## src/rtl/door_pkg.sv

```systemverilog
// Shared types for the door controller: state codes and Moore output decode.
package door_pkg;

  // State codes are fixed; state_o exposes them directly.
  typedef enum logic [2:0] {
    StClosed  = 3'd0,
    StOpening = 3'd1,
    StHold    = 3'd2,
    StClosing = 3'd3,
    StStopped = 3'd4,
    StFault   = 3'd5
  } door_state_e;

  typedef struct packed {
    logic motor_open;
    logic motor_close;
    logic fault;
  } door_out_t;

  localparam door_out_t OutIdle  = '{motor_open: 1'b0, motor_close: 1'b0, fault: 1'b0};
  localparam door_out_t OutOpen  = '{motor_open: 1'b1, motor_close: 1'b0, fault: 1'b0};
  localparam door_out_t OutClose = '{motor_open: 1'b0, motor_close: 1'b1, fault: 1'b0};
  localparam door_out_t OutFault = '{motor_open: 1'b0, motor_close: 1'b0, fault: 1'b1};

  // At most one motor direction is ever decoded for any state.
  function automatic door_out_t decode_out(door_state_e st);
    case (st)
      StOpening: return OutOpen;
      StClosing: return OutClose;
      StFault:   return OutFault;
      default:   return OutIdle;
    endcase
  endfunction

endpackage

```

## src/rtl/door_debounce.sv

```systemverilog
// One-bit debouncer: output follows the input only after DEB_CYCLES
// consecutive ena-qualified samples that differ from the current output.
module door_debounce #(
  parameter int unsigned DEB_CYCLES = 3
) (
  input  logic clk,
  input  logic rst_n,
  input  logic ena,
  input  logic din,
  output logic dout
);

  localparam int unsigned CntW = (DEB_CYCLES > 1) ? $clog2(DEB_CYCLES) : 1;
  localparam logic [CntW-1:0] CntLast = CntW'(DEB_CYCLES - 1);

  logic [CntW-1:0] cnt_q;
  logic            dout_q;

  // Count disagreeing samples; any agreeing sample restarts the run.
  always_ff @(posedge clk or negedge rst_n) begin
    if (!rst_n) begin
      cnt_q  <= '0;
      dout_q <= 1'b0;
    end else if (ena) begin
      if (din == dout_q) begin
        cnt_q <= '0;
      end else if (cnt_q >= CntLast) begin
        dout_q <= din;
        cnt_q  <= '0;
      end else begin
        cnt_q <= cnt_q + CntW'(1);
      end
    end
  end

  assign dout = dout_q;

endmodule

```

## src/rtl/door_ctrl_param.sv

```systemverilog
// Automatic door controller FSM with hold timer and motion timeout.
// Define DOOR_DEBOUNCE_EN to debounce sen, stop, lim_open and lim_closed.
module door_ctrl_param
  import door_pkg::*;
#(
  parameter int unsigned HOLD_CYCLES  = 8,
  parameter int unsigned MOVE_TIMEOUT = 32,
  parameter int unsigned CNT_W        = 8,
  parameter int unsigned DEB_CYCLES   = 3
) (
  input  logic       clk,
  input  logic       rst_n,
  input  logic       ena,
  input  logic       sen,
  input  logic       stop,
  input  logic       lim_open,
  input  logic       lim_closed,
  input  logic       clr,
  output logic       motor_open,
  output logic       motor_close,
  output logic       fault,
  output logic [2:0] state_o
);

  // Reject configurations whose counters could not hold the programmed limits.
  if (((HOLD_CYCLES >> CNT_W) != 0) || ((MOVE_TIMEOUT >> CNT_W) != 0)) begin : g_bad_cnt_w
    $error("CNT_W too narrow for HOLD_CYCLES/MOVE_TIMEOUT");
  end
  if (DEB_CYCLES < 1) begin : g_bad_deb
    $error("DEB_CYCLES must be at least 1");
  end

  logic sen_f, stop_f, lim_open_f, lim_closed_f;

`ifdef DOOR_DEBOUNCE_EN
  door_debounce #(.DEB_CYCLES(DEB_CYCLES)) u_deb_sen (
    .clk  (clk),
    .rst_n(rst_n),
    .ena  (ena),
    .din  (sen),
    .dout (sen_f)
  );
  door_debounce #(.DEB_CYCLES(DEB_CYCLES)) u_deb_stop (
    .clk  (clk),
    .rst_n(rst_n),
    .ena  (ena),
    .din  (stop),
    .dout (stop_f)
  );
  door_debounce #(.DEB_CYCLES(DEB_CYCLES)) u_deb_lim_open (
    .clk  (clk),
    .rst_n(rst_n),
    .ena  (ena),
    .din  (lim_open),
    .dout (lim_open_f)
  );
  door_debounce #(.DEB_CYCLES(DEB_CYCLES)) u_deb_lim_closed (
    .clk  (clk),
    .rst_n(rst_n),
    .ena  (ena),
    .din  (lim_closed),
    .dout (lim_closed_f)
  );
`else
  assign sen_f        = sen;
  assign stop_f       = stop;
  assign lim_open_f   = lim_open;
  assign lim_closed_f = lim_closed;
`endif

  localparam logic [CNT_W-1:0] HoldLoad  = CNT_W'(HOLD_CYCLES);
  localparam logic [CNT_W:0]   MoveLimit = (CNT_W + 1)'(MOVE_TIMEOUT);

  door_state_e      state_q, state_d;
  logic [CNT_W-1:0] hold_q, hold_d;
  logic [CNT_W-1:0] move_q, move_d;
  door_out_t        out_q;

  logic [CNT_W:0]   move_inc;
  logic             move_expired;
  logic [CNT_W-1:0] move_sat;

  // Motion time including the current cycle; saturating copy for the counter.
  assign move_inc     = {1'b0, move_q} + (CNT_W + 1)'(1);
  assign move_expired = (move_inc >= MoveLimit);
  assign move_sat     = (&move_q) ? move_q : move_inc[CNT_W-1:0];

  // Next-state and counter update; a shorted limit pair overrides everything.
  always_comb begin
    state_d = state_q;
    hold_d  = hold_q;
    move_d  = move_q;
    if (lim_open_f && lim_closed_f) begin
      state_d = StFault;
    end else begin
      case (state_q)
        StClosed: begin
          if (sen_f && !stop_f) begin
            state_d = StOpening;
            move_d  = '0;
          end
        end
        StOpening: begin
          if (stop_f) begin
            state_d = StStopped;
          end else if (lim_open_f) begin
            state_d = StHold;
            hold_d  = HoldLoad;
          end else if (move_expired) begin
            state_d = StFault;
          end else begin
            move_d = move_sat;
          end
        end
        StHold: begin
          // The cycle that takes the counter to 0 is the last one held open.
          if (stop_f) begin
            state_d = StStopped;
          end else if (sen_f) begin
            hold_d = HoldLoad;
          end else if (hold_q <= CNT_W'(1)) begin
            state_d = StClosing;
            hold_d  = '0;
            move_d  = '0;
          end else begin
            hold_d = hold_q - CNT_W'(1);
          end
        end
        StClosing: begin
          if (stop_f) begin
            state_d = StStopped;
          end else if (sen_f) begin
            state_d = StOpening;
            move_d  = '0;
          end else if (lim_closed_f) begin
            state_d = StClosed;
          end else if (move_expired) begin
            state_d = StFault;
          end else begin
            move_d = move_sat;
          end
        end
        StStopped: begin
          if (!stop_f) begin
            state_d = StOpening;
            move_d  = '0;
          end
        end
        StFault: begin
          if (clr && !lim_open_f && !lim_closed_f) begin
            state_d = StClosing;
            move_d  = '0;
          end
        end
        default: state_d = StFault;
      endcase
    end
  end

  // State, counters and decoded outputs; reset drops the motors asynchronously.
  always_ff @(posedge clk or negedge rst_n) begin
    if (!rst_n) begin
      state_q <= StClosed;
      hold_q  <= '0;
      move_q  <= '0;
      out_q   <= OutIdle;
    end else if (ena) begin
      state_q <= state_d;
      hold_q  <= hold_d;
      move_q  <= move_d;
      out_q   <= decode_out(state_d);
    end
  end

  assign motor_open  = out_q.motor_open;
  assign motor_close = out_q.motor_close;
  assign fault       = out_q.fault;
  assign state_o     = state_q;

endmodule

```

## config.mk

```make
export PLATFORM = sky130hd
export DESIGN_NAME = door_ctrl_param
export DESIGN_NICKNAME = d
export VERILOG_FILES = /design/src/rtl/door_pkg.sv /design/src/rtl/door_debounce.sv /design/src/rtl/door_ctrl_param.sv
export SDC_FILE = /design/constraint.sdc
export NUM_CORES = 1
export LEC_CHECK = 0
export CAP_MARGIN = 20
export CORE_MARGIN = 5
export CORE_UTILIZATION = 30
export DETAILED_ROUTE_END_ITERATION = 7
export SLEW_MARGIN = 20
export SYNTH_ARGS = -nofsm -noshare
export SYNTH_HDL_FRONTEND = slang
export SYNTH_SLANG_ARGS = --single-unit
export TNS_END_PERCENT = 100
```

## constraint.sdc

```tcl
create_clock -name clk -period 4.9 [get_ports clk]
set_input_delay 0.735 -clock clk [delete_from_list [all_inputs] [get_ports clk]]
set_output_delay 0.735 -clock clk [all_outputs]
set_load 0.01 [all_outputs]
```

Word-level counts from Yosys, hierarchy flattened
Index checks and enable logic that the tools add are counted.
- add/sub/neg operators: 2
- $lt $le $gt $ge: 2
- equality and inequality tests: 19
- muxes and demuxes: 35
- bitwise gates (word level): 1
- reduce and logical (&&, ||, !) cells: 13
- operator list (operator ; number):
    8-bit 2-to-1 mux ; 18
    8-bit one-hot mux with 6 select lines ; 1
    3-bit 2-to-1 mux ; 13
    2-bit != test (second input constant) ; 10
    3-bit one-hot mux with 6 select lines ; 1
    8-bit one-hot mux with 2 select lines ; 1
    13-bit AND reduction ; 1
    8-bit by 1-bit adder with 9-bit output (second input constant) ; 1
    3-bit by 2-bit == test with 1-bit output (second input constant) ; 3
    3-bit == test (second input constant) ; 3
    9-bit by 6-bit >= comparator with 1-bit output (second input constant) ; 1
    3-bit one-hot mux with 3 select lines ; 1
    8-bit by 1-bit <= comparator with 1-bit output (second input constant) ; 1
    8-bit AND reduction ; 1
    8-bit by 1-bit subtractor with 8-bit output (second input constant) ; 1
    3-bit by 1-bit == test with 1-bit output (second input constant) ; 2
    6-bit AND reduction ; 1
    6-bit nonzero test ; 1
    1-bit logical AND ; 4
    1-bit logical NOT ; 3
    3-bit logical NOT ; 1
    3-bit != test (second input constant) ; 1
    2-bit nonzero test ; 1
    1-bit NOT ; 1
- register bits: 22
- input bits: 8
- word-level logic and storage cells: 78

Depth between registers and ports, before layout
- word-level depth: 10
- depth in mapped cells: 7

Worst setup path before layout
OpenSTA, ideal clock, no wires.
- path type: flip-flop to flip-flop
- start point: register hold_q[2]
- end point: register move_q[0]
- arrival time: 2.013 ns
- data required time: 4.779 ns
- path slack: 2.766 ns
- stages on the path, launching flop included: 6
- buffers on the path: 0
- clock period less this slack: 2.134 ns
- cells stage by stage: dfrtp_1 or4_4 o41ai_4 nand4_2 a211o_1 a22o_1
- word-level cells in the longest chain between the ends: 3
- ends and longest elaborated chain (what ; line ; RTL):
    from (decl) ; door_ctrl_param.sv:75 ; logic [CNT_W-1:0] hold_q, hold_d;
    from (signal assigned) ; door_ctrl_param.sv:169 ; hold_q <= hold_d;
    8-bit by 1-bit <= comparator with 1-bit output ; door_ctrl_param.sv:121 ; end else if (hold_q <= CNT_W'(1)) begin
    2-bit != test (no source line) ; - ;
    13-bit AND reduction (no source line) ; - ;
    to (signal assigned) ; door_ctrl_param.sv:170 ; move_q <= move_d;
    to (decl) ; door_ctrl_param.sv:76 ; logic [CNT_W-1:0] move_q, move_d;
No other way between the ends.
A chain may end at the register's enable or synchronous reset.

Worst setup path after layout
- start point: input lim_open
- end point: register move_q[0]
- word-level cells in the longest chain between the ends: 5
- elaborated cells on any way between the ends: 8
- those cells by class: eq/ne: 2; bitwise: 1; reduce/logical: 5
- ends and longest elaborated chain (what ; line ; RTL):
    from (decl) ; door_ctrl_param.sv:16 ; input logic lim_open,
    1-bit logical NOT ; door_ctrl_param.sv:150 ; if (clr && !lim_open_f && !lim_closed_f) begin
    1-bit logical AND (2 in a row) ; door_ctrl_param.sv:150 ;
    2-bit != test (no source line) ; - ;
    13-bit AND reduction (no source line) (*) ; - ;
Mark *: on every way between the ends. The rest lies on a longest branch, timed or not.

==> impl_metrics.ini <==
[finish]
nNetsFinal = 189
drive_gt1_share_pct = 6.25
area.growth.synth_to_final_pct = 16.0
diodes = 0

[sta]
hold_slack_ns = 0.433
fmax_mhz = 377
setup_violations = 0
worstMarginPinSlew_ns = 0.969
min_period_over_period_pct = 54.2
fin_tns_setup_ns = 0
relSlewSlack_pct = 34.6
fin_crit_ns = 2.66
slew_viol_final = 0
hold_viol = 0
rsz0062_at_grt = false
fin_skew_ns = 0.00134

[floorplanning]
coreArea_mm2 = 0.00466
die_h_um = 79.0
initial_core_util_pct = 30.6
die_w_um = 79.0
fp.dieArea_mm2 = 0.00624
row_count = 25
io_pins = 14

[pwr]
swShare_pct = 38.3
combPwrFrac_pct = 39.4
p_int_uw = 397
ir_drop_mv = 0.182
seqPwrFrac_pct = 41.1
p_leak_uw = 0.000712
p_switching_uw = 247
power_per_cell_area_mw_per_mm2 = 389
clockPowerShare_pct = 19.6

[synth]
yosysSeqAreaShare_pct = 38.6
syn_inst = 164
synth_enable_flop_cells = 0
synthTopCellsByCount = dfrtp_1 (22), o21ai_0 (17), nor2_1 (16)
yosys_most_used_dff = dfrtp_1
syn-num-nets = 176
yosys.area_share.adder_pct = 3.51
ys_top_cells_by_area = dfrtp_1 (39%), o21ai_0 (6.0%), nor2_1 (4.2%), a21oi_1 (3.5%), ha_1 (3.5%)
synth.area.mux_share_pct = 2.19
synth-compound-area-share_pct = 26.6
synth.most_common_cell = dfrtp_1
postSynthAreaPerCell_um2 = 8.70
synth_top_cell_area_share_pct = 38.6
synth_warnings = 0
synth.distinct_cells = 43
synth_top_family_by_area = compound AO/OA/AOI/OAI gates
synth_area_mm2 = 0.00143
synth-xor-area-share_pct = 0
synth-async-reset-ratio_pct = 100
ys_ff_latch = 22
yosys.area_share.simple_pct = 25.6
synth.largest_area_cell = dfrtp_1

[clocking]
clkLatencyLatePin_ns = 0.26
cts_buffer_depth = 2
clock_sinks = 22
cts.clk_slew.worst_paths_ns = 0.07
root_buffer = clkbuf_8
cts_htree_levels = 1
cts_tree = yes
cts_resized = 0
post_cts_buffers = 0
cts_hold_buf = 0
numCtsBuffers = 3

[setup_path]
critPathLaunchType = primary input
cp_max_fo = 6
worstPathArrival_ns = 2.86
required_ns = 5.10
crit_path_end_kind = register
critPathKind = primary input to register

[grt]
grt_pass1_wl_mm = 5.57
grt_max_degree = 23
grt_overflow = 0
antenna_found_initial = 0
grt_util_all_layers_pct = 11.1
grt_pass1_vias = 1200

[route]
post-route-drc-count = 0
wire_per_inst_um = 14.0
postRouteAntennaNets = 0
num_vias = 1285
drt-total-wl_mm = 3.23
avgViaCountPerCell = 5.59
firstDrtPassIters = 4
drt-initial-drc-count = 64

[placed_design]
place.gp.congestion = 0.884
dp_hpwl_mm = 2.46
port_buffers = 13

[min_path]
min_path_type = primary input to asynchronous set/reset pin

[status]
status = finished, final reports clean

[flow_run]
cap_violations = 0
[final cells by class]
| cell class | count | area, um^2 |
|---|---|---|
| inverters | 8 | 30.0 |
| repair buffers | 13 | 125 |
| well taps | 54 | 67.6 |
| fillers | 454 | 3010 |
| flip-flops and latches | 22 | 551 |
| multi-input cells | 129 | 827 |
| clock buffers | 4 | 55.1 |
[path summary, 6_finish.rpt]
path | start | end | slack (ns) | depth (start not counted)
hold reg to reg | hold_q[7] | hold_q[7] | 0.48 | 1
setup reg to reg | hold_q[2] | move_q[0] | 2.54 | 5
min in group clk | hold_q[7] | hold_q[7] | 0.48 | 1
max in group asynchronous | rst_n | fault | 4.13 | 1
hold / removal | rst_n | move_q[2] | 0.43 | 1
setup / recovery | lim_open | move_q[0] | 2.24 | 6
[worst max-delay path: stages]
cell and delay [ns]:
clkdlybuf4s50_1 0.57, inv_1 0.10, a22o_1 0.23, o311ai_0 0.78, a211o_1 0.28, a22o_1 0.16
[stage by stage]
| step | instances | utilization (%) | area, um^2 | setup slack (ns) | power [uW] |
|---|---|---|---|---|---|
| final | 230 | 35.5 | 1660 | 2.24 | 644 |
| after floorplan | 164 | - | 1430 | 2.77 | 431 |
| after detailed placement | 226 | 34.4 | 1610 | 2.00 | 523 |
| after global placement | 226 | 34.4 | 1610 | 2.09 | 524 |
| after global routing | 230 | 35.5 | 1660 | 2.08 | 701 |
| after CTS | 230 | 35.6 | 1660 | 2.29 | 653 |
[power by group through the flow]
stage                     logic [uW]  registers, uW  clock network (uW)
after floorplan                  185            246                   0
after global placement           256            268                   0
after detailed placement         255            267                   0
after CTS                        256            264                 133
after global routing             289            272                 140
final                            254            265                 126
[state kept, by name (all words and copies together), names as in the netlist]
register	flops
motor_close	1
fault	1
hold_q	8
state_o	3
motor_open	1
move_q	8
[placed cells by master, fill, tap and decap left out, types with 4 or more instances in the layout]
cell	instances
a211oi_1	4
a21oi_1	10
a22o_1	4
and2_1	4
clkbuf_8	4
clkdlybuf4s50_1	12
dfrtp_1	22
ha_1	4
inv_1	8
nand2_1	10
nand2b_1	6
nand3_1	4
nor2_1	16
nor3_1	7
o21ai_0	17
[cells by family (layout without fill, tap and decap cells)]
group           Yosys count  in the layout
compound gates           55             55
mux                       3              3
simple gates             67             67
flops                    22             22
buf+inv                  13             25
fa+ha+maj                 4              4
[per-layer routing]
layer | up-vias | wire length [um] | global-route usage [%]
met5 | - | 0 | 0
met4 | 0 | 35 | 2.06
met3 | 6 | 137 | 2.95
met2 | 24 | 1570 | 19.2
met1 | 609 | 1480 | 14.0
li1 | 646 | - | -
Note: power is estimated with default switching activity, not from simulation.
==> RTL change (config.mk and constraints unchanged) <==
The option `DOOR_DEBOUNCE_EN` is turned on by a define.
--- a/src/rtl/door_ctrl_param.sv
+++ b/src/rtl/door_ctrl_param.sv
@@ -1,5 +1,7 @@
 // Automatic door controller FSM with hold timer and motion timeout.
 // Define DOOR_DEBOUNCE_EN to debounce sen, stop, lim_open and lim_closed.
+`define DOOR_DEBOUNCE_EN
+
 module door_ctrl_param
   import door_pkg::*;
 #(
Formal check against the unedited RTL: not equivalent (a bounded check fails within 4 cycles, from zero or initial values and one cycle with rst_n low).
==> RTL change against the original RTL <==
Clock skew up 0.0051 ns. Core utilization up 0.67 points. Wire length up 32%. Cell area up 40%. Sequential cell count up 12. Synthesized area up 39%. Non-clock buffer count up 1. Sequential power up 86%. Die area up 34%. Worst hold slack better by 0.039 ns. Power up 97%. Fmax up 2.7%. Worst setup slack better by 0.070 ns. Combinational power up 80%. Critical endpoint is now move_q[3]. Largest cell class unchanged. Highest routed layer unchanged.
==> RTL change: results (changes against the original RTL) <==
Finish
  • Clk tree area frac: 0.0596 (was 0.0333)
  • Number of ordinary inverters in the final layout: 11 (was 8)
  • Multi-input gate area: 1050 um^2 (was 827 um^2)
  • Non-Filler Instances: 300 (was 230)
  • Non-clock buffer count: 14 (was 13)
  • Share of layout cells above drive strength 1: 0.117 (was 0.0625)
  • NonClk Buf Share: 0.0596 (was 0.0756)

Placed design
  • Post-placement cell count: 292 (was 226)

Run status
  • Status: finished clean (unchanged)

Timing
  • Period utilisation layout: 0.528 (was 0.542)
  • WHS: 0.472 ns (was 0.433 ns)
  • Worst Clk Skew: 0.00639 ns (was 0.00134 ns)

Global route
  • Met3 usage: 0.0248 (was 0.0295)
  • GRT met2 Usage: 0.168 (was 0.192)
  • Gr usage total: 0.104 (was 0.111)
  • Largest net degree at the start of global routing: 35 (was 23)
  • First-pass GRT wire length: 7.22 mm (was 5.57 mm)

Critical path
  • Critical Path Start: ena (was lim_open)
  • Reg2Reg Setup Slack: 2.57 ns (was 2.54 ns)
  • Slowest CP cell: clkdlybuf4s50_1 (was o311ai_0)
  • Worst Path Max Fanout: 16 (was 6)
  • Crit path arrival time: 2.80 ns (was 2.86 ns)

CTS
  • Clock Sinks: 34 (was 22)
  • Clk_lat worst skew: 0.29 ns (was 0.26 ns)

Die
  • Rows: 29 (was 25)

Pwr
  • VDD IR max: 0.000405 V (was 0.000182 V)
  • Total leakage power: 0.983 nW (was 0.712 nW)
  • Pwr Density: 549 nW/um^2 (was 389 nW/um^2)

Yosys
  • Adder-cell share of the synthesized area: 0.0252 (was 0.0351)
  • Post-synth cell types: 47 (was 43)
  • Seq/Total Area, Yosys: 0.428 (was 0.386)
  • Top post-synthesis cells by count: dfrtp_1, nand2_1, o21ai_0, clkbuf_1, nor2_1 (was dfrtp_1, o21ai_0, nor2_1, a21oi_1, nand2_1)
  • Synthesized area per cell: 9.30 um^2 (was 8.70 um^2)
  • Synth Area in XOR/XNOR: 0.0176 (was 0)

Drt
  • WL per Instance: 14.2 um (was 14.0 um)
  • Drt initial violations: 103 (was 64)

Min path
  • Hold Crit Class: reg2reg (was in2async)
==> RTL change: changes by cell type in the layout (fill, tap and decap cells not counted), moves of 5 or more <==
cell	change
nand2_1	+5
or3_1	+5
dfrtp_1	+12
o2bb2ai_1	+5
==> RTL change: worst paths after layout <==
| kind | end |
|---|---|
| setup / recovery | move_q[3] |
| hold / removal | hold_q[7] |
| setup reg to reg | move_q[0] |
| hold reg to reg | hold_q[7] |
| max in group asynchronous | move_q[4] |
| min in group asynchronous | u_deb_stop.cnt_q[1] |
==> RTL change: critical path: cells and delay by family <==
kind | cells | cell delay, ns
buf+inv | 1 | 0.81
compound gates | 2 | 0.39
simple gates | 2 | 0.87
==> RTL change: report_power, final <==
part / internal, mW / leakage, nW / switching (mW)
clock: 0.204 / 0.0683 / 0.114
sequential: 0.358 / 0.448 / 0.136
combinational: 0.230 / 0.466 / 0.226
